### src/rtl/bft_pkt_pkg.sv
// ============================================================================
// Module : bft_pkt_pkg
// Brief  : BFT packet field layout, control codes, packetizer FSM states and
//          the data-packet build helper shared by the packetizer files.
// Rev    : 1.0  initial release
// ============================================================================
`default_nettype none

package bft_pkt_pkg;

  localparam int PKT_W     = 49;
  localparam int PAYLOAD_W = 32;
  localparam int LEAF_W    = 4;
  localparam int PORT_W    = 4;
  localparam int ADDR_W    = 7;

  localparam int VALID_BIT = 48;
  localparam int LEAF_LSB  = 44;
  localparam int PORT_LSB  = 40;
  localparam int ADDR_LSB  = 33;
  localparam int CTRL_BIT  = 32;

  localparam logic CTRL_DATA   = 1'b0;
  localparam logic CTRL_UPDATE = 1'b1;

  typedef enum logic [1:0] {
    ST_IDLE = 2'd0,
    ST_SEND = 2'd1,
    ST_HOLD = 2'd2
  } pkt_state_t;

  function automatic logic [PKT_W-1:0] build_packet(
    input logic [LEAF_W-1:0]    leaf,
    input logic [PORT_W-1:0]    port,
    input logic [ADDR_W-1:0]    addr,
    input logic                 ctrl,
    input logic [PAYLOAD_W-1:0] payload
  );
    return {1'b1, leaf, port, addr, ctrl, payload};
  endfunction

endpackage

`default_nettype wire

### src/rtl/bft_credit_counter.sv
// ============================================================================
// Module : bft_credit_counter
// Brief  : Saturating credit counter; decrement by one and increment by n may
//          occur in the same cycle, result clamps at MAX_COUNT.
// Rev    : 1.0  initial release
// ============================================================================
`default_nettype none

module bft_credit_counter #(
  parameter int COUNT_BITS = 8,
  parameter int INC_BITS   = 8,
  parameter int MAX_COUNT  = 128
) (
  input  logic                  clk,
  input  logic                  reset,
  input  logic                  dec,
  input  logic                  inc_en,
  input  logic [INC_BITS-1:0]   inc_n,
  output logic [COUNT_BITS-1:0] count
);

  localparam int SUM_BITS = ((COUNT_BITS > INC_BITS) ? COUNT_BITS : INC_BITS) + 2;
  localparam logic [SUM_BITS-1:0] MAX_SUM = SUM_BITS'(MAX_COUNT);

  logic                  dec_ok;
  logic [SUM_BITS-1:0]   sum;
  logic [COUNT_BITS-1:0] count_next;

  // Never decrement below zero even if a caller forgets to gate on credits.
  assign dec_ok = dec & (count != '0);

  always_comb begin
    sum = SUM_BITS'(count) + (inc_en ? SUM_BITS'(inc_n) : '0) - SUM_BITS'(dec_ok);
    if (sum > MAX_SUM) begin
      count_next = COUNT_BITS'(MAX_COUNT);
    end else begin
      count_next = sum[COUNT_BITS-1:0];
    end
  end

  always_ff @(posedge clk or posedge reset) begin
    if (reset) begin
      count <= COUNT_BITS'(MAX_COUNT);
    end else begin
      count <= count_next;
    end
  end

endmodule

`default_nettype wire

### src/rtl/bft_stream_packetizer.sv
// ============================================================================
// Module : bft_stream_packetizer
// Brief  : Wraps a 32b user stream into BFT data packets with credit-based flow
//          control and resend hold. Optional counters via BFT_PKT_STATS_EN.
// Rev    : 1.0  initial release
// ============================================================================
`default_nettype none

module bft_stream_packetizer
  import bft_pkt_pkg::*;
#(
  parameter int PACKET_BITS        = 49,
  parameter int PAYLOAD_BITS       = 32,
  parameter int NUM_LEAF_BITS      = 4,
  parameter int NUM_PORT_BITS      = 4,
  parameter int NUM_ADDR_BITS      = 7,
  parameter int NUM_BRAM_ADDR_BITS = 7,
  parameter int SELF_LEAF          = 0
) (
  input  logic                      clk,
  input  logic                      reset,
  input  logic [PAYLOAD_BITS-1:0]   s_tdata,
  input  logic                      s_tvalid,
  output logic                      s_tready,
  input  logic [NUM_LEAF_BITS-1:0]  cfg_dest_leaf,
  input  logic [NUM_PORT_BITS-1:0]  cfg_dest_port,
  output logic [PACKET_BITS-1:0]    dout_bft,
  input  logic [PACKET_BITS-1:0]    din_bft,
  input  logic                      resend,
  output logic [NUM_BRAM_ADDR_BITS:0] credits
`ifdef BFT_PKT_STATS_EN
  ,
  output logic [31:0]               stat_sent,
  output logic [31:0]               stat_resend,
  output logic [31:0]               stat_stall
`endif
);

  localparam int MAX_CREDITS = 1 << NUM_BRAM_ADDR_BITS;
  localparam logic [NUM_LEAF_BITS-1:0] SELF_ID = NUM_LEAF_BITS'(SELF_LEAF);

  pkt_state_t                 state;
  pkt_state_t                 next_state;
  logic [NUM_ADDR_BITS-1:0]   wr_ptr;
  logic [PACKET_BITS-1:0]     dout_next;
  logic                       accept;
  logic                       update;
  logic                       unused_din;

  assign s_tready = (credits != '0) & ~resend & ~reset;
  assign accept   = s_tvalid & s_tready;

  assign update = din_bft[VALID_BIT]
                & (din_bft[CTRL_BIT] == CTRL_UPDATE)
                & (din_bft[LEAF_LSB +: NUM_LEAF_BITS] == SELF_ID);

  // Port/addr and upper payload of incoming updates carry no meaning here.
  assign unused_din = ^{din_bft[LEAF_LSB-1:CTRL_BIT+1], din_bft[PAYLOAD_BITS-1:8]};

  bft_credit_counter #(
    .COUNT_BITS (NUM_BRAM_ADDR_BITS + 1),
    .INC_BITS   (8),
    .MAX_COUNT  (MAX_CREDITS)
  ) u_credits (
    .clk    (clk),
    .reset  (reset),
    .dec    (accept),
    .inc_en (update),
    .inc_n  (din_bft[7:0]),
    .count  (credits)
  );

  always_comb begin
    next_state = ST_IDLE;
    case (state)
      ST_IDLE, ST_SEND, ST_HOLD: begin
        if (resend) begin
          next_state = ST_HOLD;
        end else if (accept) begin
          next_state = ST_SEND;
        end else begin
          next_state = ST_IDLE;
        end
      end
      default: next_state = ST_IDLE;
    endcase
  end

  always_comb begin
    dout_next = '0;
    case (next_state)
      ST_HOLD: dout_next = dout_bft;
      ST_SEND: dout_next = build_packet(cfg_dest_leaf, cfg_dest_port, wr_ptr,
                                        CTRL_DATA, s_tdata);
      default: dout_next = '0;
    endcase
  end

  always_ff @(posedge clk or posedge reset) begin
    if (reset) begin
      state    <= ST_IDLE;
      dout_bft <= '0;
      wr_ptr   <= '0;
    end else begin
      state    <= next_state;
      dout_bft <= dout_next;
      if (accept) begin
        wr_ptr <= wr_ptr + 1'b1;
      end
    end
  end

`ifdef BFT_PKT_STATS_EN
  always_ff @(posedge clk or posedge reset) begin
    if (reset) begin
      stat_sent   <= '0;
      stat_resend <= '0;
      stat_stall  <= '0;
    end else begin
      if (accept) stat_sent <= stat_sent + 32'd1;
      if (resend) stat_resend <= stat_resend + 32'd1;
      if (s_tvalid && credits == '0) stat_stall <= stat_stall + 32'd1;
    end
  end
`endif

endmodule

`default_nettype wire
### config.mk
export PLATFORM = sky130hd
export DESIGN_NAME = bft_stream_packetizer
export DESIGN_NICKNAME = d
export VERILOG_FILES = /design/src/rtl/bft_pkt_pkg.sv /design/src/rtl/bft_credit_counter.sv /design/src/rtl/bft_stream_packetizer.sv
export SDC_FILE = /design/constraint.sdc
export NUM_CORES = 1
export LEC_CHECK = 0
export ABC_AREA = 1
export BUFFER_PORTS_ARGS = -buffer_cell sky130_fd_sc_hd__buf_2
export CAP_MARGIN = 20
export CORE_ASPECT_RATIO = 1.5
export CORE_UTILIZATION = 40
export DETAILED_ROUTE_END_ITERATION = 10
export PLACE_DENSITY = 0.7
export SLEW_MARGIN = 30
export SYNTH_ARGS = -nofsm -noshare
export SYNTH_HDL_FRONTEND = slang
export SYNTH_SLANG_ARGS = --single-unit
export TNS_END_PERCENT = 5
### constraint.sdc
create_clock -name clk -period 4.4 [get_ports clk]
set_input_delay 0.88 -clock clk [delete_from_list [all_inputs] [get_ports clk]]
set_output_delay 0.88 -clock clk [all_outputs]
set_load 0.005 [all_outputs]
# After elaboration in Yosys (flattened, before gate mapping)
# Cells that the tools add are included.
[totals] reg_bits=66 latchBits=0 mem_bits_rw=0 romBits=0 inputBits=93 output_inout_bits=58 mem_count=0
[classes] n_addsub=3 n_mul=0 n_div=0 n_lt_le_gt_ge=1 eq_ne=4 shifts=0 mux=6 bitwise_logic=8 reduce_logical=4
[op_table] op="$pmux W49 S2" count=1
[op_table] op="$mux W8" count=2
[op_table] op="$add A8 B10 Y10" count=1
[op_table] op="$gt A10 B8 Y1 const B" count=1
[op_table] op="$sub A10 B1 Y10" count=1
[op_table] op="$reduce_bool A8 Y1" count=1
[op_table] op="$add A7 B1 Y7 const B" count=1
[op_table] op="$and A1 B1 Y1" count=6
[op_table] op="$eq A2 B1 Y1 const B" count=2
[op_table] op="$eq A2 B2 Y1 const B" count=2
[op_table] op="$logic_not A4 Y1" count=1
[op_table] op="$mux W2" count=2
[op_table] op="$reduce_or A3 Y1" count=1
[op_table] op="$logic_not A2 Y1" count=1
[op_table] op="$not A1 Y1" count=2
[op_table] op="$mux W1" count=1

# Depth between registers and ports, before layout
[logic_depth] depth_word=9 mapped_depth=21

# Hierarchy
# From an unflattened synthesis, not the netlist that was laid out.
[unflattened] hier_cells=456 hier_area_um2=3558.4
[by_module_without_submodules] mod="bft_stream_packetizer" n_inst=1 cells_each=291 area_each_um2=2539.9 seq_area_each_um2=1426.4
[by_module_without_submodules] mod="bft_credit_counter" n_inst=1 cells_each=165 area_each_um2=1018.5 seq_area_each_um2=201.4

# Worst setup path after synthesis
# OpenSTA, ideal clock, no wires.
[synth_timing] path_kind="input port to flip-flop" startpoint="in resend" endpoint="reg u_credits.count[0]" setup_time_ns=0.073 arrival_ns=2.985 t_required_ns=4.327 slack_ns=1.342 stages=17 n_path_buf=0 path_cell_list="nor3_4 nand2_4 clkinv_1 ha_1 inv_1 ha_1 inv_1 fa_1 inv_1 nand3_1 nand2_1 nand2_1 nand3_1 nand2_1 nor2_1 nand2_1 nor2_1"
[synth_via] elab_chain_cells=8
[synth_rtl] item="from (decl)" line_no="bft_stream_packetizer.sv:29" text="input logic resend,"
[synth_rtl] item="$not A1 Y1 *" line_no="bft_stream_packetizer.sv:50" text="assign s_tready = (credits != '0) & ~resend & ~reset;"
[synth_rtl] item="$and A1 B1 Y1 * (2 in a row)" line_no="bft_stream_packetizer.sv:50"
[synth_rtl] item="$and A1 B1 Y1 *" line_no="bft_stream_packetizer.sv:51" text="assign accept = s_tvalid & s_tready;"
[synth_rtl] item="$and A1 B1 Y1 *" line_no="bft_credit_counter.sv:30" text="assign dec_ok = dec & (count != '0);"
[synth_rtl] item="$sub A10 B1 Y10 *" line_no="bft_credit_counter.sv:33" text="sum = SUM_BITS'(count) + (inc_en ? SUM_BITS'(inc_n) : '0) - SUM_BITS'(dec_ok);"
[synth_rtl] item="$gt A10 B8 Y1" line_no="bft_credit_counter.sv:34" text="if (sum > MAX_SUM) begin"
[synth_rtl] item="$mux W8 *" line_no="bft_credit_counter.sv:34"
[synth_rtl] item="named net u_credits.count_next[0]" line_no="bft_credit_counter.sv:27" text="logic [COUNT_BITS-1:0] count_next;"
[synth_rtl] item="to (signal assigned)" line_no="bft_credit_counter.sv:43" text="count <= COUNT_BITS'(MAX_COUNT);"
[synth_rtl] item="to (signal assigned)" line_no="bft_credit_counter.sv:45" text="count <= count_next;"
[synth_rtl] item="to (decl)" line_no="bft_credit_counter.sv:19" text="output logic [COUNT_BITS-1:0] count"
# The timed path passes the listed nets; every way through them passes the cells marked *.
# A chain may end at the register's enable or synchronous reset.

# Worst setup path after layout
[layout_timing] startpoint="reg u_credits.count[4]" endpoint="reg u_credits.count[2]"
[layout_via] elab_chain_cells=8
[layout_rtl] item="$reduce_bool A8 Y1" line_no="bft_credit_counter.sv:30, bft_stream_packetizer.sv:50"
[layout_rtl] item="$and A1 B1 Y1 (2 in a row)" line_no="bft_stream_packetizer.sv:50"
[layout_rtl] item="$and A1 B1 Y1" line_no="bft_stream_packetizer.sv:51"
[layout_rtl] item="$and A1 B1 Y1" line_no="bft_credit_counter.sv:30"
[layout_rtl] item="$sub A10 B1 Y10 *" line_no="bft_credit_counter.sv:33"
[layout_rtl] item="$gt A10 B8 Y1" line_no="bft_credit_counter.sv:34"
[layout_rtl] item="$mux W8 *" line_no="bft_credit_counter.sv:34"
[layout_rtl] item="named net u_credits.count_next[2]" line_no="bft_credit_counter.sv:27"
# Marked as above.

==> key figures <==
STA
  • Setup Skew: 0.004826 ns
  • Sum Neg Setup Slack: 0 ns
  • Fin crit share: 0.7726
  • Hold Vio Cnt, Final: 0
  • Final Slew Violations: 0
  • Fmax: between 0.2 and 0.3 GHz
  • Slew headroom: 0.4765
  • Slew @ Worst Pin: about 0.8 ns
  • Tmin final: roughly 3.4 ns
  • Final setup viols: 0
  • RSZ-0062 raised after global routing: no

Synth
  • Mapped Nets: 534
  • Register bit total from synthesis: between 60 and 70
  • Share of flip-flops with an asynchronous set or reset: 1.000
  • Synth Area per Inst: roughly 7.8 sq um
  • Synthesized instance count: approximately 420
  • Dominant cell by count in the synthesized netlist: nand2_1
  • Synth warn: 0
  • Synth top area cells: dfrtp_1 49%, nand2_1 22%, ha_1 6.5%, inv_1 6.0%, nor2_1 2.7%
  • Synth Cell Area: roughly 3300 sq um
  • EDFF count, synth: 0
  • Post-synth top area share: 0.4860
  • Ys flop type: dfrtp_1
  • Yosys top cell by area: dfrtp_1
  • Synth cell count leaders: 195 x nand2_1, 64 x dfrtp_1, 53 x inv_1, 24 x nor2_1, 17 x ha_1
  • Register area share after synthesis: 0.4939
  • Post-synth cell types: 29

Flow run
  • Max-cap violations: 0

Drt
  • Via count: a little under 3000
  • Vias per inst: between 4 and 5
  • Detailed-route DRC error count: 0
  • Iteration-0 DRC Markers: approximately 210
  • Post-DR wirelength/cell: 11.22 um
  • Drt pass-1 iters: 4
  • Final ANT Viol Nets: 0
  • WL final: 7.291 mm

GRT
  • First-pass GRT wire length: around 12 mm
  • Number of global-route vias before repair: 2668
  • Largest net degree at the start of global routing: 45
  • Initial antenna violation count: 0
  • Grt total ovfl: 0
  • GRT Util Overall: 0.1765

Cells and area
  • Layout cells sized above 1: 0.2771
  • Nets: roughly 650
  • Number of diodes: 0
  • Util after Layout: 0.5336
  • Area Overhead vs Synth: 29.65%

Power and ir drop
  • Leakage: 2.646 nW
  • P per Cell Area: just over 500 nW/um^2
  • Maximum vdd drop: between 0.3 and 0.4 mV

Setup path
  • Slowest stage delay, CP: roughly 0.39 ns
  • Slowest cell on crit path: fa_1
  • Critical path peak fanout: 10
  • Data arrival, critical path: ~3.7 ns
  • Critical Path RT: approximately 4.7 ns
  • Crit path cell chain: inv_1 -> nand4_1 -> nor2_1 -> nor3_4 -> nand2_4 -> clkinv_1 -> ha_1 -> inv_1 -> ha_1 -> inv_1 -> fa_1 -> inv_1 -> nand3_1 -> nand2_1 -> nand2_1 -> nand3_1 -> nand2_1 -> nor2_1 -> nand2_1 -> nor2_1
  • Critical path class: reg2reg
  • Setup crit end kind: flip-flop
  • Setup crit start kind: flip-flop

Placed design
  • Port buffer count: about 110
  • Final RePlAce weighted congestion: 0.8260
  • Dpl hpwl: 5.423 mm

Die
  • Die Wd: about 76 um
  • Total core area: approximately 8000 sq um
  • Row count: 40
  • Initial core utilization: 0.4116
  • Die ar.: between 8000 and 9000 sq um
  • Ports: 151
  • DIE HEIGHT: roughly 110 um

Clock network
  • CTS buffer count: 9
  • Clk slew on worst S/H paths: ~0.05 ns
  • Resize count post-CTS: 0
  • Deepest clock path buffer count: 2
  • Root Buffer: clkbuf_16
  • Setup bufs post-CTS: 0
  • CTS Hold Bufs: 0
  • Clk Latency, worst-skew pair: 0.32 ns
  • CTS tree: done
  • H-tree depth: 3
  • Clk sinks: 65

Hold path
  • HP Class: reg2reg

Status
  • Run status: finished, final reports clean
-- layout make-up --
class,instances,area [sq um]
well taps,105,131.4
clock inverters,5,53.80
flip-flops and latches,65,1628
fillers,792,3735
clock buffers,11,252.7
inverters,57,215.2
multi-input cells,290,1379
repair buffers,117,613.1
-- cell usage in the layout (no fill, tap or decap), drive strengths merged --
cell type | synthesis | routed
a21oi | 4 | 4
and2 | 1 | 1
buf | 7 | 117
bufinv | 0 | 1
clkbuf | 4 | 11
clkinv | 1 | 6
conb | 1 | 1
dfrtp | 64 | 64
dfstp | 1 | 1
fa | 1 | 1
ha | 17 | 17
inv | 56 | 55
nand2 | 206 | 206
nand3 | 14 | 14
nand3b | 2 | 2
nand4 | 4 | 4
nor2 | 25 | 25
nor3 | 3 | 3
nor3b | 1 | 1
nor4 | 2 | 2
o21ai | 7 | 7
xor2 | 2 | 2
-- critical path, delay by kind of cell (launching register included) --
| family | cells | cell delay, ns |
|---|---|---|
| fa+ha+maj | 3 | 0.90 |
| buf+inv | 5 | 0.57 |
| flops | 1 | 0.38 |
| simple gates | 12 | 1.45 |
-- sequential cells by signal (all words and copies together) (netlist names) --
register,flops
dout_bft,48
state,2
u_credits.count,8
wr_ptr,7
-- path summary, 6_finish.rpt --
| check | slack, ns | from | cells past startpoint | end |
|---|---|---|---|---|
| setup / recovery | 1.00 | u_credits.count[4]$_DFF_PP0_ | 20 | u_credits.count[2]$_DFF_PP0_ |
| hold / removal | 0.47 | dout_bft[20]$_DFFE_PP0P_ | 2 | dout_bft[20]$_DFFE_PP0P_ |
| setup reg to reg | 1.00 | u_credits.count[4]$_DFF_PP0_ | 20 | u_credits.count[2]$_DFF_PP0_ |
| hold reg to reg | 0.47 | dout_bft[20]$_DFFE_PP0P_ | 2 | dout_bft[20]$_DFFE_PP0P_ |
| max in group asynchronous | 2.93 | reset | 3 | dout_bft[37]$_DFFE_PP0P_ |
| min in group asynchronous | 0.71 | reset | 2 | u_credits.count[6]$_DFF_PP0_ |
-- routing by layer --
| layer | vias up | global-route usage | share of wire |
|---|---|---|---|
| met1 | 1343 | 0.2033 | 0.43 |
| met2 | 90 | 0.3030 | 0.51 |
| met3 | 11 | 0.05484 | 0.046 |
| met5 | - | 0 | 0 |
| met4 | 0 | 0.07436 | 0.019 |
| li1 | 1512 | - | - |
-- cell families after synthesis --
family / share of synthesized area
flops: 0.4939
other cells: 0.001138
compound gates: 0.01670
fa+ha+maj: 0.07061
xor+xnor: 0.005316
buf+inv: 0.08769
simple gates: 0.3246
-- report_power, final --
group / internal, W / total (W) / switching [W]
clock network: 0.000466 / 0.000708 / 0.000242
registers: 0.000694 / 0.000750 / 0.0000552
logic: 0.000286 / 0.000761 / 0.000474
total: 0.00145 / 0.00222 / 0.000771
-- metrics by stage --
stage                     setup WS [ns]  instances  area [sq um]  total power, W  hold slack, ns
final                             1.001        650          4273        0.002218          0.4681
after floorplan                   1.342        423          3296        0.001288          0.4540
after CTS                        0.9610        650          4272        0.002241          0.4736
after global placement           0.8277        633          3938        0.001493          0.4570
after global routing             0.6737        650          4273        0.002397          0.4885
after detailed placement         0.8028        634          3965        0.001516          0.4598
Note: power is estimated with default switching activity, not from simulation.
